==> src/rtl/nr_mant_divider.sv <==
// rtl/nr_mant_divider.sv - non-restoring 24-bit mantissa divider, 70-bit quotient
// Optional sticky output enabled by defining NRD_STICKY_EN.
module nr_mant_divider (
  input  logic        clk,
  input  logic        rst,
  input  logic        start,
  input  logic [23:0] in1,
  input  logic [23:0] in2,
  output logic        busy,
  output logic        done,
  output logic [69:0] out1,
  output logic        div_zero
`ifdef NRD_STICKY_EN
  ,
  output logic        sticky
`endif
);

  typedef enum logic [1:0] {IDLE, ITER, CORRECT, DONE} state_t;

  state_t      state, state_nxt;
  logic [6:0]  cnt;
  logic [23:0] a_sh;
  logic [23:0] b;
  logic [25:0] r;
  logic [25:0] r_shift;
  logic [25:0] r_iter;
  logic [25:0] r_corr;

  // Dividend is {A, 46'b0}: once A has shifted out the incoming bits are zero.
  always_comb begin
    r_shift = {r[24:0], a_sh[23]};
    if (r[25]) r_iter = r_shift + {2'b00, b};
    else       r_iter = r_shift - {2'b00, b};
    r_corr = r[25] ? (r + {2'b00, b}) : r;
  end

  always_ff @(posedge clk) begin
    if (rst) state <= IDLE;
    else     state <= state_nxt;
  end

  // A zero divisor skips ITER and writes its result in CORRECT.
  always_comb begin
    state_nxt = state;
    case (state)
      IDLE:    if (start) state_nxt = (in2 == 24'd0) ? CORRECT : ITER;
      ITER:    if (cnt == 7'd69) state_nxt = CORRECT;
      CORRECT: state_nxt = DONE;
      DONE:    state_nxt = IDLE;
      default: state_nxt = IDLE;
    endcase
  end

  always_comb begin
    busy = (state != IDLE);
    done = (state == DONE);
  end

  always_ff @(posedge clk) begin
    if (rst) begin
      cnt      <= 7'd0;
      a_sh     <= 24'd0;
      b        <= 24'd0;
      r        <= 26'd0;
      out1     <= 70'd0;
      div_zero <= 1'b0;
    end else begin
      case (state)
        IDLE: begin
          if (start) begin
            a_sh     <= in1;
            b        <= in2;
            r        <= 26'd0;
            cnt      <= 7'd0;
            out1     <= 70'd0;
            div_zero <= (in2 == 24'd0);
          end
        end
        ITER: begin
          r    <= r_iter;
          a_sh <= {a_sh[22:0], 1'b0};
          out1 <= {out1[68:0], ~r_iter[25]};
          cnt  <= cnt + 7'd1;
        end
        CORRECT: begin
          r <= r_corr;
          if (div_zero) out1 <= {70{1'b1}};
        end
        default: ;
      endcase
    end
  end

`ifdef NRD_STICKY_EN
  always_ff @(posedge clk) begin
    if (rst) begin
      sticky <= 1'b0;
    end else if (state == IDLE && start) begin
      sticky <= 1'b0;
    end else if (state == CORRECT) begin
      sticky <= !div_zero && (r_corr != 26'd0);
    end
  end
`endif

endmodule

==> config.mk <==
export PLATFORM = sky130hd
export DESIGN_NAME = nr_mant_divider
export DESIGN_NICKNAME = d
export VERILOG_FILES = /design/src/rtl/nr_mant_divider.sv
export SDC_FILE = /design/constraint.sdc
export NUM_CORES = 1
export LEC_CHECK = 0
export CORE_ASPECT_RATIO = 2
export CORE_MARGIN = 2
export CORE_UTILIZATION = 39
export CTS_BUF_LIST = sky130_fd_sc_hd__clkbuf_8 sky130_fd_sc_hd__clkbuf_16
export DETAILED_ROUTE_END_ITERATION = 8
export PLACE_DENSITY = 0.68
export SLEW_MARGIN = 20
export SYNTH_ARGS = -nofsm -noshare
export SYNTH_HDL_FRONTEND = slang
export SYNTH_SLANG_ARGS = --single-unit
==> constraint.sdc <==
create_clock -name clk -period 4.8 [get_ports clk]
set_clock_uncertainty 0.15 [all_clocks]
set_input_delay 0.48 -clock clk [delete_from_list [all_inputs] [get_ports clk]]
set_output_delay 0.48 -clock clk [all_outputs]
set_load 0.01 [all_outputs]
-- After elaboration in Yosys (flattened, before gate mapping)
Index checks and enable logic that the tools add are counted.
- bits in registers: 154
- latch bits: 0
- memory bits (writable): 0
- ROM bits: 0
- bits of input ports: 51
- output and inout port bits: 73
- word-level logic and storage cells: 47
- memories: 0
- add/sub/neg operators: 4
- multiply operators: 0
- div/mod/pow operators: 0
- $lt $le $gt $ge: 0
- equality and inequality tests: 8
- shifts and indexed selects: 0
- multiplexer cells: 15
- bitwise operators: 1
- reduce and logical (&&, ||, !) cells: 11
- operators with widths (cell ; count):
    case mux 70 bit (3 select lines) ; 1
    2-to-1 mux 70 bit ; 2
    2-to-1 mux 26 bit ; 3
    case mux 26 bit (3 select lines) ; 1
    adder 26 x 24 -> 26 bit ; 2
    case mux 24 bit (2 select lines) ; 1
    subtractor 26 x 24 -> 26 bit ; 1
    zero test 24 bit ; 1
    2-to-1 mux 24 bit ; 1
    case mux 7 bit (2 select lines) ; 1
    inequality test 2 bit (second input constant) ; 4
    case mux 2 bit (4 select lines) ; 1
    AND reduction 2 bit ; 4
    adder 7 x 1 -> 7 bit (second input constant) ; 1
    equality test 7 bit (second input constant) ; 1
    2-to-1 mux 7 bit ; 1
    2-to-1 mux 2 bit ; 3
    AND reduction 3 bit ; 2
    equality test 2 bit (second input constant) ; 2
    nonzero test 2 bit ; 2
    nonzero test 3 bit ; 1
    equality test 2 x 1 -> 1 bit (second input constant) ; 1
    zero test 2 bit ; 1
    inverter 1 bit ; 1

-- Depth between registers and ports, before layout
Gate-level depths: netlist of the first run.
- depth after elaboration: 4
- gate-level depth with buffers: 17
- gate-level depth less buffers: 17

-- Worst setup path before layout of the first run
No wires, ideal clock.
- path type: reg2reg
- start: register b[5]
- end: register r[25]
- arrival: 3.462 ns
- required time: 4.555 ns
- slack: 1.093 ns
- cell stages (with the launch flop): 17
- period minus slack after synthesis: 3.707 ns
- path through: dfxtp_1 > or4_1 > or2_4 > nor3_1 > nand2_1 > nor3_1 > nor2_1 > xnor2_1 > ha_1 > a21o_1 > a21oi_1 > o21a_1 > o21ai_0 > a21oi_1 > o41ai_2 > mux2_2 > o311ai_1
- cells in the longest elaborated chain, start to end: 3
- ends and longest elaborated chain (element ; line ; text):
    start, declared ; 24 ; logic [23:0] b;
    start signal, assigned ; 73 ; b <= in2;
    adder 26 x 24 -> 26 bit, or another cell as far along ; 35 ; r_corr = r[25] ? (r + {2'b00, b}) : r;
    2-to-1 mux 26 bit (on tied branches) ; 35, 33 ;
    case mux 26 bit (3 select lines) * ; 69 ; case (state)
    end signal, assigned ; 81 ; r <= r_iter;
    end signal, assigned ; 87 ; r <= r_corr;
    end, declared ; 25 ; logic [25:0] r;
Mark *: on every way between the ends. The rest lies on a longest branch, timed or not. The select of a mux whose other input is x is not followed.
A chain may end at the register's enable or synchronous reset.

-- Worst setup path after layout of the first run
Ends and elaborated chain as after synthesis.

==> results of run 1 <==
-- registers in the layout, summed over array words and instances, names as in the netlist --
register,cells
out1,70
div_zero,1
cnt,7
a_sh,24
b,24
r,26
state,2
-- layer usage --
metal,global-route usage (%),vias to the layer above
met5,0,-
met4,14.0,0
met3,5.23,103
met2,41.7,252
met1,23.0,4391
li1,-,4583
-- power by group through the flow --
stage	Combinational [mW]	Clock [mW]	Sequential [mW]
3_3_place_gp	3.56	0	1.75
2_1_floorplan	2.63	0	1.73
3_5_place_dp	3.59	0	1.75
6_report	3.69	1.38	1.73
5_1_grt	4.06	1.46	1.76
4_1_cts	3.61	1.41	1.73
-- cell usage after synthesis (3+ instances only) --
cell type	n	area, sq um
a21oi_1	226	1130
nor2_1	165	619
dfxtp_1	154	3080
nand2_1	107	402
nor3_1	86	430
clkbuf_1	72	270
ha_1	59	738
o21ai_0	36	180
a211oi_1	35	263
xnor2_1	34	298
xor2_1	33	289
inv_1	25	93.8
mux2i_1	23	230
a22oi_1	17	128
nand3_1	16	80.1
a21o_1	15	113
nand2b_1	10	62.6
o21a_1	9	67.6
nor4_1	8	50.1
o21bai_1	7	52.6
o221ai_1	7	61.3
nand4_1	6	37.5
nor2b_1	5	31.3
a31oi_1	4	25.0
buf_1	4	15.0
buf_2	4	20.0
a2bb2oi_1	3	26.3
a311oi_1	3	26.3
and2_1	3	18.8
o211ai_1	3	22.5
o21ai_1	3	15.0
o31ai_1	3	22.5
or3_1	3	18.8
or4_1	3	22.5
-- metrics by stage --
stage | setup slack, ns | hold slack (ns) | power (mW) | utilization, % | instance area [sq um]
global placement | 0.745 | 0.330 | 5.31 | 45.7 | 10900
CTS | 0.696 | 0.302 | 6.75 | 48.2 | 11500
floorplan | 1.09 | 0.304 | 4.36 | - | 9470
global route | 0.467 | 0.318 | 7.29 | 48.4 | 11500
finish | 0.653 | 0.308 | 6.80 | 48.4 | 11500
detailed placement | 0.723 | 0.330 | 5.34 | 45.7 | 10900
-- worst min path at each step --
| stage | start | end | slack, ns |
|---|---|---|---|
| 2_1_floorplan | a_sh[0]$_SDFFE_PP0P_ | a_sh[0]$_SDFFE_PP0P_ | 0.30 |
| 3_3_place_gp | out1[69]$_SDFFE_PP0P_ | out1[69]$_SDFFE_PP0P_ | 0.33 |
| 3_5_place_dp | out1[69]$_SDFFE_PP0P_ | out1[69]$_SDFFE_PP0P_ | 0.33 |
| 4_1_cts | rst | out1[3]$_SDFFE_PP0P_ | 0.30 |
| 5_1_grt | rst | out1[59]$_SDFFE_PP0P_ | 0.32 |
| 6_report | rst | out1[59]$_SDFFE_PP0P_ | 0.31 |
-- logic make-up after synthesis --
logic type | synth area share [%]
AO/OA/AOI/OAI | 25.7
XOR/XNOR | 6.37
adder cells (fa/ha/maj) | 8.22
buffers and inverters | 4.53
flip-flops | 32.6
multiplexers | 2.67
AND/OR/NAND/NOR | 20.0
-- cell type report --
cell class,instances,area share (%)
Sequential cell,154,26.7
Timing Repair Buffer,139,12.2
Clock buffer,18,3.81
Multi-Input combinational cell,979,52.0
Tap cell,287,3.11
Inverter,26,0.846
Clock inverter,14,1.37
==> flow_metrics.py, run 1 <==
metrics = {
    "die": {
        "fp.dieH_microns": 224,
        "core_sq_um": 23800,
        "start_util_pct": 39.7,
        "die_x_microns": 114,
        "io-pin-count": 124,
        "die_area_sq_um": 25600,
        "rows": 80,
    },
    "timing": {
        "setup_viol": 0,
        "final.period_utilization_pct": 86.4,
        "slew_headroom_pct": 30.1,
        "drv_slew": 0,
        "worstMarginPinSlew_ns": 1.05,
        "setup_tns_ns": 0,
        "fmax_mhz": 241,
        "rsz0062_at_grt": "no",
        "hold_violations": 0,
        "fin_crit_ns": 4.15,
    },
    "route": {
        "via_count": 9329,
        "drc": 0,
        "routed_wl_mm": 29.1,
        "top_layer": "met4",
        "ant_nets": 0,
        "wl_per_cell_microns": 18.0,
        "met2_wirelength_mm": 15.4,
        "post_drt_via_cell_ratio": 5.77,
        "first_pass_iters": 6,
        "wl_met1_mm": 10.6,
        "first_iter_violations": 474,
        "wl_met3_mm": 1.38,
    },
    "hold_path": {
        "hp-class": "in -> reg",
        "holdPathStages": 2,
    },
    "synth": {
        "ys_seq_elements": 154,
        "synthesis.area_sq_um": 9470,
        "synth.avg_cell_area_sq_um": 7.63,
        "ys_types": 71,
        "synth-seq-area-share_pct": 32.6,
        "syn_inst": 1241,
        "async_reset_ff_share_pct": 0,
        "synthFlopType": "dfxtp_1",
        "synth_nets": 1353,
        "synth_warnings": 0,
        "synth_edf_count": 0,
    },
    "setup_path": {
        "regToRegStartpoint": "b[5]$_SDFFE_PP0P_",
        "rr_worst_depth": 14,
        "crit_top_cell": "nor3_1",
        "startpoint": "b[5]$_SDFFE_PP0P_",
        "max_stage_delay_ns": 0.59,
        "r2r_slack_ns": 0.65,
        "critPathKind": "reg -> reg",
        "crit_buf_inv": 0,
        "timing.critical_path.to_type": "flop",
        "cp_data_required_time_ns": 5.01,
        "crit_fanout": 7,
        "cp_top_family": "simple AND/OR/NAND/NOR gates",
        "slowest_stage": "or4_1",
        "path_cells": "or4_1, or2_4, nor3_1, nand2_1, nor3_1, nor2_1, xor2_1, ha_1, a21oi_1, nand2b_1, o31ai_1, o41ai_2, mux2_2, o311ai_1",
        "reg2reg_to": "r[25]$_SDFFE_PP0P_",
        "crit_arrival_ns": 4.36,
        "crit_cells": 14,
        "cp-start-kind": "flop",
        "endpoint": "r[25]$_SDFFE_PP0P_",
    },
    "clock_tree": {
        "post_cts.resized_instances": 0,
        "tritoncts.num_buffers": 17,
        "cts_buffer_depth": 2,
        "cts_hold_buf": 0,
        "cts_tree": "built",
        "clk_latency_ns": 0.45,
        "cts_max_level": 4,
        "clock-sinks": 154,
        "post_cts_buffers": 0,
        "clk_pin_slew_ns": 0.07,
        "cts_root_buffer": "clkbuf_16",
    },
    "placed_design": {
        "gp_congestion": 0.978,
        "hpwl_mm": 20.7,
        "place_inst": 1583,
        "io_buffers": 123,
    },
    "power": {
        "pwr-share-clk_pct": 20.3,
        "leakage_nw": 4.31,
        "swShare_pct": 46.5,
        "power_density_nw_per_um2": 590,
        "p_comb_share_pct": 54.3,
        "ir_worst_vdd_mv": 0.373,
        "p_seq_share_pct": 25.4,
        "switching_power_mw": 3.16,
        "p_int_mw": 3.64,
    },
    "final_layout": {
        "syn_to_final_growth_pct": 21.8,
        "fillCellCount": 2393,
        "mostFrequentLayoutCells": "226 x a21oi_1, 165 x nor2_1, 154 x dfxtp_1, 122 x clkdlybuf4s50_1, 107 x nand2_1",
        "multiInputGateArea_sq_um": 5990,
        "diodes": 0,
        "drive_above_1_share_pct": 5.64,
        "fin_nets": 1429,
        "seqCellArea_sq_um": 3080,
        "final_common_cell": "a21oi_1",
        "fin_cells": 1617,
    },
    "grt": {
        "gr-total-overflow": 0,
        "first_global_vias": 9239,
        "grt_pass1_wl_mm": 46.2,
        "grtUsageTotal_pct": 22.9,
        "antenna_found_initial": 0,
        "grt_max_degree": 96,
    },
    "job": {
        "cap_viol_max_count": 0,
    },
    "run_status": {
        "status": "finished clean",
    },
}
No activity file was read; power rests on OpenSTA's default activity.
==> inputs of run 2 (changes only) <==
--- a/config.mk
+++ b/config.mk
@@ -5,13 +5,14 @@
 export SDC_FILE = /design/constraint.sdc
 export NUM_CORES = 1
 export LEC_CHECK = 0
+export CAP_MARGIN = 10
 export CORE_ASPECT_RATIO = 2
 export CORE_MARGIN = 2
 export CORE_UTILIZATION = 39
 export CTS_BUF_LIST = sky130_fd_sc_hd__clkbuf_8 sky130_fd_sc_hd__clkbuf_16
 export DETAILED_ROUTE_END_ITERATION = 8
 export PLACE_DENSITY = 0.68
-export SLEW_MARGIN = 20
+export SLEW_MARGIN = 25
 export SYNTH_ARGS = -nofsm -noshare
 export SYNTH_HDL_FRONTEND = slang
 export SYNTH_SLANG_ARGS = --single-unit
==> run 2 against run 1 <==
- worst hold slack better by 0.014 ns
- sequential power hardly changed
- clock-buffer cell count stayed put
- utilization is 0.12 points higher
- maximum frequency is 0.60% higher
- via count is 0.95% lower
- sequential share of layout area is 0.064 points lower
- register-to-register slack better by 0.02 ns
- global-route usage is 0.17 points lower
- critical path depth stayed put
==> flow_metrics.py, run 2 (synthesized netlist as in run 1, its figures left out) <==
metrics = {
    "final_layout": {
        "diodes": 0,
        "final_common_cell": "a21oi_1",
        "drive_above_1_share_pct": 5.71,
        "top_regs": "out1: 70 flops, r: 26 flops",
        "post-route-util_pct": 48.5,
        "mostFrequentLayoutCells": "226 x a21oi_1, 165 x nor2_1, 154 x dfxtp_1, 122 x clkdlybuf4s50_1, 107 x nand2_1",
        "design_area_sq_um": 11600,
        "largest_reg_flops": 70,
        "syn_to_final_growth_pct": 22.1,
        "fin_cells": 1618,
        "fin_nets": 1430,
        "regMostFlops": "out1",
    },
    "clock_tree": {
        "cts_max_level": 4,
        "tritoncts.num_buffers": 17,
        "clock-sinks": 154,
        "cts_buffer_depth": 2,
        "cts_hold_buf": 0,
        "clk_latency_ns": 0.44,
        "clk_pin_slew_ns": 0.07,
        "cts_root_buffer": "clkbuf_16",
        "post_cts.resized_instances": 0,
        "cts_tree": "built",
        "post_cts_buffers": 0,
    },
    "hold_path": {
        "holdPathStages": 2,
        "worstHoldEndpoint": "out1[59]$_SDFFE_PP0P_",
        "hold_path.startpoint": "rst",
        "hp-class": "in -> reg",
    },
    "power": {
        "total_power_mw": 6.79,
        "power_density_nw_per_um2": 587,
        "leakage_nw": 4.32,
        "ir_worst_vdd_mv": 0.360,
    },
    "timing": {
        "fmax_mhz": 243,
        "worstMarginPinSlew_ns": 0.789,
        "setup_tns_ns": 0,
        "setup_ws_ns": 0.678,
        "setup_viol": 0,
        "slew_headroom_pct": 47.4,
        "drv_slew": 0,
        "final.period_utilization_pct": 85.9,
        "rsz0062_at_grt": "no",
        "fin_crit_ns": 4.12,
        "hold_violations": 0,
        "whs_ns": 0.322,
    },
    "grt": {
        "grtUsageTotal_pct": 22.7,
        "first_global_vias": 9062,
        "grt_pass1_wl_mm": 46.0,
        "gr-total-overflow": 0,
        "grt_max_degree": 96,
        "antenna_found_initial": 0,
    },
    "placed_design": {
        "dpl_cell_area_sq_um": 10900,
        "pre_cts_slack_ns": 0.736,
        "gp_congestion": 0.978,
        "place_inst": 1584,
        "hpwl_mm": 20.8,
        "io_buffers": 123,
    },
    "die": {
        "rows": 80,
        "die_x_microns": 114,
        "fp.dieH_microns": 224,
        "io-pin-count": 124,
        "die_area_sq_um": 25600,
        "start_util_pct": 39.7,
        "core_sq_um": 23800,
    },
    "route": {
        "routed_wl_mm": 28.9,
        "post_drt_via_cell_ratio": 5.71,
        "drc": 0,
        "first_pass_iters": 4,
        "via_count": 9240,
        "wl_per_cell_microns": 17.8,
        "ant_nets": 0,
        "first_iter_violations": 445,
    },
    "setup_path": {
        "reg2reg_to": "r[21]$_SDFFE_PP0P_",
        "cp_data_required_time_ns": 4.98,
        "crit_arrival_ns": 4.30,
        "rr_worst_depth": 14,
        "timing.critical_path.to_type": "flop",
        "critPathKind": "reg -> reg",
        "cp-start-kind": "flop",
        "crit_fanout": 7,
        "startpoint": "b[5]$_SDFFE_PP0P_",
        "r2r_slack_ns": 0.68,
        "regToRegStartpoint": "b[5]$_SDFFE_PP0P_",
    },
    "run_status": {
        "status": "finished clean",
    },
    "job": {
        "cap_viol_max_count": 0,
    },
}
-- run 2: changes by cell type in the layout (fill, tap and decap cells not counted), sizes merged --
| cell | before | now |
|---|---|---|
| buf | 17 | 18 |
-- run 2: metal layers --
layer | routed length [microns] | track usage [%] | up-vias
li1 | - | - | 4583
met1 | 10600 | 23.0 | 4376
met2 | 15700 | 42.6 | 213
met3 | 1230 | 4.58 | 68
met4 | 1300 | 11.9 | 0
met5 | 0 | 0 | -
-- run 2: final cells by class --
cell class | instances | area [sq um]
Sequential cell | 154 | 3080
Multi-Input combinational cell | 979 | 5990
Timing Repair Buffer | 140 | 1430
Inverter | 26 | 97.6
Fill cell | 2359 | 12300
Tap cell | 287 | 359
Clock buffer | 18 | 439
Clock inverter | 14 | 158
-- run 2: critical path, stage by stage (launching register included) --
cell      delay, ns
dfxtp_1        0.38
or4_1          0.60
or2_4          0.29
nor3_1         0.24
nand2_1        0.14
nor3_1         0.15
nor2_1         0.07
xor2_1         0.15
ha_1           0.29
a21oi_1        0.38
nand2b_1       0.11
o31ai_1        0.53
or4_1          0.20
nand3_1        0.08
a221o_1        0.26
-- run 2: how the worst max path moves through the flow --
stage / slack (ns) / endpoint / cells after the start
global placement: 0.74 / r[25]$_SDFFE_PP0P_ / 14
floorplan: 1.09 / r[25]$_SDFFE_PP0P_ / 16
detailed placement: 0.74 / r[21]$_SDFFE_PP0P_ / 14
global route: 0.45 / r[25]$_SDFFE_PP0P_ / 14
finish: 0.68 / r[21]$_SDFFE_PP0P_ / 14
CTS: 0.72 / r[21]$_SDFFE_PP0P_ / 14
-- run 2: power by group --
group | switching [mW] | total, mW | internal, mW
clock | 0.630 | 1.38 | 0.752
combinational | 2.31 | 3.68 | 1.37
sequential | 0.210 | 1.73 | 1.52
total | 3.15 | 6.79 | 3.64
